===== src/rtl/puf_pkg.sv =====
// Shared types and defaults for the PUF response sequencer.
package puf_pkg;

  typedef enum logic [2:0] {
    ST_IDLE    = 3'd0,
    ST_CLEAR   = 3'd1,
    ST_COLLECT = 3'd2,
    ST_SETTLE  = 3'd3,
    ST_HOLD    = 3'd4,
    ST_ABORT   = 3'd5
  } state_e;

  localparam int NUM_BUF_DEF = 4;
  localparam int TIMEOUT_DEF = 255;
  localparam int CNT_W       = 16;

endpackage


===== src/rtl/puf_timeout_cnt.sv =====
// Idle-cycle counter for the byte-gap watchdog; term flags the TIMEOUT-th idle cycle.
module puf_timeout_cnt
  import puf_pkg::*;
#(
  parameter int TIMEOUT = TIMEOUT_DEF
) (
  input  logic clk,
  input  logic clr,
  input  logic load_zero,
  input  logic inc,
  output logic term
);

  logic [CNT_W-1:0] cnt_q, cnt_d;

  always_comb begin
    cnt_d = cnt_q;
    if (load_zero) cnt_d = '0;
    else if (inc)  cnt_d = cnt_q + CNT_W'(1);
  end

  always_ff @(posedge clk) begin
    if (clr) cnt_q <= '0;
    else     cnt_q <= cnt_d;
  end

  // Asserted while the current cycle would be the TIMEOUT-th consecutive idle one.
  assign term = (cnt_q == CNT_W'(TIMEOUT - 1));

endmodule


===== src/rtl/puf_resp_sequencer.sv =====
// Sequences PUF response bytes into NUM_BUF external byte buffers.
//   state      | meaning
//   ST_IDLE    | waiting for start
//   ST_CLEAR   | clear buffers, reset byte index and watchdog
//   ST_COLLECT | accepting bytes; watchdog counting idle cycles
//   ST_SETTLE  | final load strobe in flight
//   ST_HOLD    | response valid until rsp_ack
//   ST_ABORT   | watchdog expired: clear buffers, pulse err
module puf_resp_sequencer
  import puf_pkg::*;
#(
  parameter int NUM_BUF = NUM_BUF_DEF,
  parameter int TIMEOUT = TIMEOUT_DEF
) (
  input  logic               clk,
  input  logic               clr,
  input  logic               start,
  input  logic [7:0]         byte_in,
  input  logic               byte_valid,
  output logic               byte_ready,
  output logic [7:0]         buf_d,
  output logic [NUM_BUF-1:0] buf_ld,
  output logic               buf_clr,
  output logic               rsp_valid,
  input  logic               rsp_ack,
  output logic               busy,
  output logic               err
);

  localparam int IDX_W = $clog2(NUM_BUF);

  state_e             state_q, state_d;
  logic [IDX_W-1:0]   idx_q, idx_d;
  logic [7:0]         bus_q, bus_d;
  logic [NUM_BUF-1:0] ld_q, ld_d;
  logic               in_collect, xfer, to_term;

  assign in_collect = (state_q == ST_COLLECT);
  assign xfer       = in_collect & byte_valid;

  puf_timeout_cnt #(.TIMEOUT(TIMEOUT)) u_tmo (
    .clk       (clk),
    .clr       (clr),
    .load_zero (~in_collect | xfer),
    .inc       (in_collect & ~xfer),
    .term      (to_term)
  );

  always_ff @(posedge clk) begin
    if (clr) begin
      state_q <= ST_IDLE;
      idx_q   <= '0;
      bus_q   <= '0;
      ld_q    <= '0;
    end else begin
      state_q <= state_d;
      idx_q   <= idx_d;
      bus_q   <= bus_d;
      ld_q    <= ld_d;
    end
  end

  always_comb begin
    state_d = state_q;
    idx_d   = idx_q;
    bus_d   = bus_q;
    ld_d    = '0;
    case (state_q)
      ST_IDLE:    if (start) state_d = ST_CLEAR;
      ST_CLEAR: begin
        idx_d   = '0;
        state_d = ST_COLLECT;
      end
      ST_COLLECT: begin
        // A byte arriving on the terminal cycle still counts, so xfer is checked first.
        if (xfer) begin
          bus_d = byte_in;
          ld_d  = NUM_BUF'(1) << idx_q;
          idx_d = idx_q + IDX_W'(1);
          if (idx_q == IDX_W'(NUM_BUF - 1)) state_d = ST_SETTLE;
        end else if (to_term) begin
          state_d = ST_ABORT;
        end
      end
      ST_SETTLE:  state_d = ST_HOLD;
      ST_HOLD:    if (rsp_ack) state_d = ST_IDLE;
      ST_ABORT:   state_d = ST_IDLE;
      default:    state_d = ST_IDLE;
    endcase
  end

  always_comb begin
    byte_ready = 1'b0;
    buf_clr    = 1'b0;
    rsp_valid  = 1'b0;
    err        = 1'b0;
    busy       = (state_q != ST_IDLE);
    case (state_q)
      ST_CLEAR:   buf_clr    = 1'b1;
      ST_COLLECT: byte_ready = 1'b1;
      ST_HOLD:    rsp_valid  = 1'b1;
      ST_ABORT: begin
        buf_clr = 1'b1;
        err     = 1'b1;
      end
      default: ;
    endcase
  end

  assign buf_d  = bus_q;
  assign buf_ld = ld_q;

endmodule

===== config.mk =====
export PLATFORM = sky130hd
export DESIGN_NAME = puf_resp_sequencer
export DESIGN_NICKNAME = d
export VERILOG_FILES = /design/src/rtl/puf_pkg.sv /design/src/rtl/puf_timeout_cnt.sv /design/src/rtl/puf_resp_sequencer.sv
export SDC_FILE = /design/constraint.sdc
export NUM_CORES = 1
export LEC_CHECK = 0
export CAP_MARGIN = 25
export CORE_MARGIN = 2
export CORE_UTILIZATION = 44
export DETAILED_ROUTE_END_ITERATION = 10
export PLACE_DENSITY = 0.83
export SKIP_LAST_GASP = 1
export SLEW_MARGIN = 20
export SYNTH_ARGS = -nofsm -noshare
export SYNTH_HDL_FRONTEND = slang
export SYNTH_SLANG_ARGS = --single-unit

===== constraint.sdc =====
create_clock -name clk -period 1.7 [get_ports clk]
set_clock_uncertainty 0.1 [all_clocks]
set_input_delay 0.34 -clock clk [delete_from_list [all_inputs] [get_ports clk]]
set_output_delay 0.34 -clock clk [all_outputs]
set_load 0.03 [all_outputs]

# ---- Word level (Yosys, flattened, before mapping)
# Index checks and enable logic that the tools add are counted.
# Widths: inputs -> output; s select.
dict set report classes {
  eq_ne 12
  n_reduce_logical 9
  n_shift 1
  addsub 2
  muxes 12
  n_bitwise 5
}
# cell n
set ops {}
lappend ops {{$add 16x1->16 const B} 1}
lappend ops {{$eq 16x8->1 const B} 1}
lappend ops {{$mux 3} 5}
lappend ops {{$pmux 3 s5} 1}
lappend ops {{$eq 3x2->1 const B} 2}
lappend ops {{$eq 3x3->1 const B} 2}
lappend ops {{$mux 1} 4}
lappend ops {{$ne 2x2->1 const B} 2}
lappend ops {{$pmux 2 s2} 1}
lappend ops {{$reduce_and 2->1} 2}
lappend ops {{$reduce_and 4->1} 1}
lappend ops {{$reduce_or 2->1} 2}
lappend ops {{$shl 1x2->4 const A} 1}
lappend ops {{$eq 3x1->1 const B} 1}
lappend ops {{$logic_not 3->1} 1}
lappend ops {{$ne 3x1->1 const B} 1}
lappend ops {{$ne 3x2->1 const B} 1}
lappend ops {{$reduce_bool 3->1} 1}
lappend ops {{$reduce_or 3->1} 1}
lappend ops {{$add 2x1->2 const B} 1}
lappend ops {{$and 1x1->1} 2}
lappend ops {{$eq 2x2->1 const B} 1}
lappend ops {{$mux 2} 1}
lappend ops {{$ne 2x1->1 const B} 1}
lappend ops {{3 further kinds} 4}
dict set report word_totals {
  reg_bits 33
  output_inout_bits 17
  input_bits 13
  wordCells 46
}

# ---- Longest topological paths before layout
dict set report depth {
  depth_word 4
  mapped_depth 5
  ltp_nobuf 5
}

# ---- Hierarchy
# A second synthesis with hierarchy kept.
dict set report unflattened {
  cells_unflattened 175
  area_unflattened_um2 1565.3
}
# module seq_area_each_um2 instances area_per_inst_um2 cells_each
set by_module_without_submodules {}
lappend by_module_without_submodules {puf_timeout_cnt 320.3 1 800.8 90}
lappend by_module_without_submodules {puf_resp_sequencer 340.3 1 764.5 85}

# ---- Least setup slack after synthesis
# No wires, ideal clock.
dict set report synth_path {
  path_kind {register -> register}
  from {register state_q[2]}
  to {register ld_q[3] (netlist: buf_ld[3])}
  synth_period_minus_slack_ns 1.949
  path_stages_with_launch 5
  t_arrival_ns 1.788
  path_buffers 1
  required_time_ns 1.539
  setup_time_ns 0.061
  path_slack_ns -0.249
  cell_sequence {dfxtp_1 > nor3b_1 > and2_1 > clkbuf_1 > and4_1}
}
dict set report synth_via {
  elab_chain_cells 4
  word_cells_on_any_way 5
  cone_classes {eq/ne (1); bitwise (3); reduce/logical (1)}
}
# element line
set synth_rtl {}
lappend synth_rtl {{from (decl)} puf_resp_sequencer.sv:32} ;# state_e state_q, state_d;
lappend synth_rtl {{from (signal assigned)} puf_resp_sequencer.sv:56} ;# state_q <= state_d;
lappend synth_rtl {{$eq 3x2->1 (*)} {puf_resp_sequencer.sv:38, puf_resp_sequencer.sv:68}}
lappend synth_rtl {{$and 1x1->1} puf_resp_sequencer.sv:39} ;# assign xfer = in_collect & byte_valid;
lappend synth_rtl {{$not 1->1} -}
lappend synth_rtl {{$reduce_or 3->1 (no source line) (*)} -}
lappend synth_rtl {{to (signal assigned)} puf_resp_sequencer.sv:59} ;# ld_q <= ld_d;
lappend synth_rtl {{to (decl)} puf_resp_sequencer.sv:35} ;# logic [NUM_BUF-1:0] ld_q, ld_d;
# Every way passes the cells marked *; elsewhere a longest branch is shown, timed or not.
# A chain may end at the register's enable or synchronous reset.

# ---- Final worst setup path
dict set report layout_path {
  from {register state_q[2]}
  to {output byte_ready}
}
dict set report layout_via {
  elab_chain_cells 2
}
# element line
set layout_rtl {}
lappend layout_rtl {{$eq 3x2->1} puf_resp_sequencer.sv:98} ;# case (state_q)
lappend layout_rtl {{$mux 1} puf_resp_sequencer.sv:98}
lappend layout_rtl {{to (decl)} puf_resp_sequencer.sv:20} ;# output logic byte_ready,
# Every way passes these cells.

==> results.txt <==
Met2 wire len -> 1.87 mm
Switching Power -> 0.804 mW
Logic gate share of total power -> 38.0%
IR drop worst, VDD -> 1.09 mV
WL per Instance -> 13.4 um
Die width -> 62.2 um
Vias in the first global route -> 1,392
Reg2Reg Setup Slack -> 0 ns
Syn avg cell area -> 8.77 um2
# fillers -> 262
Reg area -> 668 um2
Seq/Total Area, Yosys -> 44.3%
Setup WS post-layout -> -0.0369 ns
Cell row count -> 21
Hold path start -> buf_d[0]
Switching Share -> 33.0%
Syn_nets -> 186
Slowest cell on crit path -> dfxtp_4
Bufs and invs on worst path -> 3
1st-iter DRT viols -> 44
Largest family of logic cells by synthesized area -> simple AND/OR/NAND/NOR gates
Clock latency reported for the late side of the worst-skew pair -> 0.33 ns
Initial Util -> 45.4%
Cell breakdown of the critical path -> buf_6 -> buf_6 -> nor3b_4 -> buf_6
Hold Crit Class -> reg2reg
Final setup TNS -> -0.0934 ns
Max cap viols -> 0
Most Frequent Cell on Critical Path -> buf_6
CTS sink cnt -> 33
Period utilization -> 102%
CP arrival -> 1.30 ns
CP Capture Type -> output port
RSZ-0062 raised after global routing -> yes
H-tree levels -> 2
Hpwl dp -> 2.49 mm
Worst R2R End -> u_tmo.cnt_q[15]
Post-synthesis xor/xnor area fraction -> 4.70%
Area of the mapped netlist -> 0.00149 mm2
Die height -> 62.2 um
Most common cell after layout, fill and taps aside -> dfxtp_1
Final Hold Fails -> 0
Mux contribution to synthesized area -> 2.18%
Dpl cell area -> 0.00199 mm2
Nets -> 242
Status -> complete, but fails checks
First-pass GRT wire length -> 6.03 mm
Final ANT Viol Nets -> 0
Routed WL -> 3.65 mm
Worst slew margin -> 74.9%
M1 wire length -> 1.55 mm
Fraction of layout cells with a size suffix above 1 -> 28.6%
Failing checks -> negative setup slack
Pleak -> 0.864 nW
Clk slew on worst S/H paths -> 0.10 ns
Die area -> 0.00387 mm2
Internal -> 1.63 mW
Area Overhead vs Synth -> 47.1%
Cell family with most CP delay -> buffers and inverters
Post-synth cell types -> 40
Compound-cell area share of the yosys netlist -> 12.8%
GRT Overall Usage -> 19.6%
Global route overflow -> 0
Final RePlAce weighted congestion -> 0.831
Worst Hold End -> buf_d[0]
Vias -> 1,432
CP Launch Type -> flop
DR pass1 iterations -> 5
CTS max path bufs -> 2
Endpoints failing setup -> 4
Fmax -> 576 MHz
Flops & latches, synth -> 33
Hold path cells -> 2
Uppermost routed layer -> met4
Gate Count Post-Synth -> 170
Slew of the pin with the lowest slew margin -> 0.373 ns
Synth warn -> 0
Area of the core -> 0.00328 mm2
Worst R2R Path Depth -> 4
Crit Path Max Fanout -> 6
Clk root buf -> clkbuf_4
Post-route DRC -> 0
Fin area -> 0.00219 mm2
Met3 wire len -> 148 um
Period minus WS final -> 1.74 ns
Port bufs -> 29
CP max stage delay -> 0.38 ns
Vias per cell -> 5.25
N_diodes -> 0
Ports -> 30
Largest net degree at the start of global routing -> 14
Total CTS buffers -> 5
Register share of total power -> 36.9%
Hold Buf Count CTS -> 0
WP data required -> 1.26 ns
Worst setup path class -> reg2out
CTS tree -> done
Pins over their slew limit -> 0
Commonest cells after routing, fill and taps aside -> dfxtp_1 (31), buf_4 (27), nand2_1 (22)
Area of the multi-input gates -> 858 um2
Power per Cell Area -> 1110 mW/mm2
Reg2reg start -> u_tmo.cnt_q[12]
Antenna violations before repair -> 0
Post-synthesis simple-gate area fraction -> 29.6%
Clock Power Share -> 25.1%
Adder-cell area share of the yosys netlist -> 2.52%
==> final cells by class <==
cell class | instances | area share [%]
timing repair buffer | 58 | 23.0
clock inverter | 1 | 1.37
sequential | 33 | 30.5
multi-input combinational | 123 | 39.1
inverter | 5 | 0.856
tap | 46 | 2.62
clock buffer | 7 | 2.51
==> worst max path at each step <==
stage	from	end	cells after the start
floorplan	state_q[0]	err	3
global placement	byte_valid	u_tmo.cnt_q[14]	5
detailed placement	byte_valid	u_tmo.cnt_q[13]	5
CTS	state_q[2]	byte_ready	4
global route	u_tmo.cnt_q[12]	u_tmo.cnt_q[15]	4
finish	state_q[2]	byte_ready	4
==> what timing repair did <==
item / in CTS / in global routing
endpoints found under the setup margin: 23 / 11
pin swaps: 3 / 2
buffers inserted: 5 / 0
resized for setup: 27 / 19
==> metal layers <==
metal  vias to the layer above  global-route usage (%)
met3                         8                    5.07
met4                         0                    8.89
met2                        34                    34.0
met5                         -                       0
li1                        715                       -
met1                       675                    22.7
==> worst register-to-register path: stages (launching register included) <==
cell     delay [ns]
dfxtp_1        0.41
nand4_1        0.16
or2_2          0.31
or4_1          0.50
a21oi_1        0.16
==> power groups by stage <==
stage                     clock network (mW)  registers (mW)  logic [mW]
after global placement                     0           0.895       0.772
after CTS                              0.638           0.886       0.819
after global routing                   0.675           0.911       0.981
after floorplan                            0           0.947       0.444
final                                  0.612           0.900       0.926
after detailed placement                   0           0.898       0.782
==> state kept, by name, indices dropped and copies added (netlist names) <==
name	count
u_tmo.cnt_q	16
state_q	3
idx_q	2
buf_ld	4
buf_d	8
==> logic make-up after synthesis <==
family,Yosys count
flops,33
fa+ha+maj,3
xor+xnor,8
compound gates,31
simple gates,78
buf+inv,14
mux,3
==> cells in the mapped netlist <==
library cell,number,area share [%]
a31oi_1,1,0.42
a41oi_1,1,0.59
o21ai_0,3,1.0
o41ai_1,1,0.59
nor4b_2,1,1.0
o32ai_1,1,0.59
xor2_1,6,3.5
nand4_1,4,1.7
buf_2,3,1.0
nor4b_1,3,1.8
a21oi_1,16,5.4
nor3b_1,2,1.0
nor2_1,14,3.5
nor3_1,4,1.3
clkbuf_2,1,0.34
or4b_2,1,0.67
and4_1,2,1.2
and2_1,5,2.1
mux2i_1,1,0.67
nand3_1,5,1.7
o31ai_1,4,2.0
or2_2,2,0.84
and3_1,1,0.42
xnor2_1,2,1.2
dfxtp_1,33,44
a32o_1,1,0.67
nand4bb_1,1,0.75
ha_1,3,2.5
mux2_2,2,1.5
nand3_4,1,1.2
nand2_1,22,5.5
or4_1,3,1.5
o311ai_0,1,0.59
clkbuf_1,5,1.3
or4b_4,1,0.92
o21a_1,2,1.0
inv_1,5,1.3
nor4_1,2,0.84
or3_1,2,0.84
nor2b_1,2,0.84
==> through the flow <==
step	cells	setup WS (ns)	util, %	total power, mW	hold slack (ns)
finish	273	-0.0369	66.8	2.44	0.356
global route	273	-0.111	66.8	2.57	0.377
CTS	273	-0.0458	64.4	2.34	0.358
detailed placement	260	-0.416	60.5	1.68	0.346
global placement	260	-0.363	60.5	1.67	0.338
floorplan	170	0.0425	-	1.39	0.325
(Power assumes the default switching activity.)
==> RTL change, RTL diff (same settings) <==
Register the output `err`; this adds one clock of latency there. The other outputs are not delayed to match.
--- a/src/rtl/puf_resp_sequencer.sv
+++ b/src/rtl/puf_resp_sequencer.sv
@@ -30,2 +30,4 @@
   localparam int IDX_W = $clog2(NUM_BUF);
+
+  logic err_d;
 
@@ -95,3 +97,3 @@
     rsp_valid  = 1'b0;
-    err        = 1'b0;
+    err_d      = 1'b0;
     busy       = (state_q != ST_IDLE);
@@ -103,3 +105,3 @@
         buf_clr = 1'b1;
-        err     = 1'b1;
+        err_d   = 1'b1;
       end
@@ -112,2 +114,6 @@
 
+  always_ff @(posedge clk) begin
+    err <= err_d;
+  end
+
 endmodule
Formal check against the unedited RTL: no difference found for any inputs over 10 cycles, from zero or initial values; that may be too few to reach the edited logic, so the function may still have changed.
==> RTL change against the original RTL <==
- sequential cell count grew 1
- combinational power grew 1%
- the run still ends with setup timing left
- largest power group unchanged
- cell count grew 1.5%
- worst setup slack lost 22 ps
- core utilization grew 0.34 points
- routed wire length grew 9.7%
- design area grew 1.3%
- synthesized area grew 1.3%
- power shrank 4.0%
==> RTL change: results (changes against the original RTL) <==
* Routability cong. at 0.8199 (-1.3%)
* WL per Instance at 14.44 µm (+8.1%)
* Final nets at 246 (+1.7%)
* Total wire length at 4.000 mm (+9.7%)
* Dpl ws at -417.7 ps (-1.988 ps)
* CTS buffer count at 5 (unchanged)
* GR Util met1 at 24.55% (+1.9 points)
* Top post-synthesis cells by area: dfxtp_1 45%, nand2_1 5.5%, a21oi_1 5.3%, nor2_1 3.5%, xor2_1 3.5%
* Crit-path max FO at 4 (-2)
* Worst setup margin at -58.82 ps (-21.97 ps)
* Pleak at 0.8778 nW (+1.5%)
* Asr flop ratio synth at 0% (unchanged)
* TritonRoute pass-1 iters at 4 (-1)
* CTS H-tree depth at 2 (unchanged)
* Worst-Skew Late Latency at 350 ps (+20 ps)
* Max reg flops at 16 (unchanged)
* R2R Path Start: state_q[0]$_SDFFE_PP0P_
* Synth Net Count at 187 (+0.54%)
* All-layer global routing usage at 21.15% (+1.6 points)
* GR Layer Usage met2 at 35.35% (+1.4 points)
* Layout cells sized above 1 at 30.74% (+2.1 points)
* Synth top cells by count: 34 x dfxtp_1, 22 x nand2_1, 16 x a21oi_1, 14 x nor2_1, 6 x xor2_1
* Worst vdd ir at 0.4659 mV (-57%)
* Worst path arrival time at 1920 ps (+620 ps)
* Worst hold endpoint: buf_d[6]$_SDFFE_PP0P_
* Starting DRT DRC Count at 80 (+82%)
* Mapped Cells at 171 (+0.59%)
* Avg Vias per Cell at 5.307 (+1.2%)
* Largest net degree at the start of global routing at 12 (-2)
* First-pass GRT wire length at 6.520 mm (+8.1%)
* Hold wc startpoint: buf_d[6]$_SDFFE_PP0P_
* Post-synthesis sequential area ratio at 45.03% (+0.74 points)
* Placed Cells at 267 (+2.7%)
* Detailed-placement wirelength estimate at 2.648 mm (+6.5%)
* Number of global-route vias before repair at 1461 (+5.0%)
* Fillers at 251 (-4.2%)
* Reg2reg end: u_tmo.cnt_q[12]$_SDFFE_PP0P_
* Status: finished, violations left
* Worst-Margin Slew at 350.9 ps (-21.87 ps)
* Unique masters post-synth at 40 (unchanged)
* Violated checks: setup timing
* Worst r2r path cells at 4 (unchanged)
* Setup Viol. Count Final at 9 (+5)
-- RTL change: worst max-delay path by stage --
stage | start | endpoint | slack [ps] | cells past startpoint
final | state_q[0]$_SDFFE_PP0P_ | u_tmo.cnt_q[12]$_SDFFE_PP0P_ | -60 | 4
after global routing | state_q[0]$_SDFFE_PP0P_ | u_tmo.cnt_q[12]$_SDFFE_PP0P_ | -120 | 4
after CTS | state_q[0]$_SDFFE_PP0P_ | u_tmo.cnt_q[12]$_SDFFE_PP0P_ | -70 | 4
after detailed placement | byte_valid | u_tmo.cnt_q[11]$_SDFFE_PP0P_ | -420 | 5
after global placement | byte_valid | u_tmo.cnt_q[13]$_SDFFE_PP0P_ | -380 | 5
after floorplan | state_q[2]$_SDFFE_PP0P_ | buf_ld[3]$_SDFF_PP0_ | 80 | 4
-- RTL change: area by class of cell --
cell class | count | area share [%]
multi-input combinational | 123 | 39.30
sequential | 34 | 30.91
timing repair buffer | 61 | 23.65
tap | 46 | 2.590
clock buffer | 7 | 2.477
inverter | 5 | 0.8446
clock inverter | 1 | 0.2252
-- RTL change: cells by family (layout without fill, tap and decap cells) --
group,count (synthesis),count (layout),synth area share (%)
compound gates,31,31,12.67
xor+xnor,8,8,4.636
fa+ha+maj,3,3,2.484
buf+inv,14,74,3.808
flops,34,34,45.03
mux,3,3,2.152
simple gates,78,78,29.22
-- RTL change: power by group --
| part | internal, W | switching (W) |
|---|---|---|
| Sequential | 0.000867 | 0.0000549 |
| Clock | 0.000200 | 0.000280 |
| Combinational | 0.000448 | 0.000490 |
| Total | 0.00152 | 0.000826 |
-- RTL change: what timing repair did --
item | 4_1_cts | 5_1_grt
pin swaps | 6 | 3
endpoints found under the setup margin | 24 | 13
setup buffers | 2 | 0
resized for setup | 30 | 19
hold endpoints to repair | 0 | 0
-- RTL change: critical path, stage by stage (launching register included) --
cell     delay (ps)
dfxtp_2         350
buf_6           120
or4b_4          580
or3_1           340
o41ai_2         190
-- RTL change: metrics by stage --
stage | cell area, µm² | hold slack, ps | power (W) | utilization [%] | setup TNS [ps]
4_1_cts | 2150 | 358.6 | 0.002260 | 64.93 | -157.9
6_report | 2222 | 355.7 | 0.002341 | 67.12 | -189.5
2_1_floorplan | 1524 | 325.5 | 0.001404 | - | 0
3_5_place_dp | 2051 | 346.3 | 0.001757 | 61.94 | -4544
5_1_grt | 2222 | 373.4 | 0.002472 | 67.12 | -1073
3_3_place_gp | 2051 | 338.6 | 0.001743 | 61.94 | -3683
-- RTL change: metal layers --
layer / routed length, µm / up-vias
li1: - / 724
met1: 1743 / 694
met2: 2031 / 41
met3: 132 / 11
met4: 93 / 0
met5: 0 / -
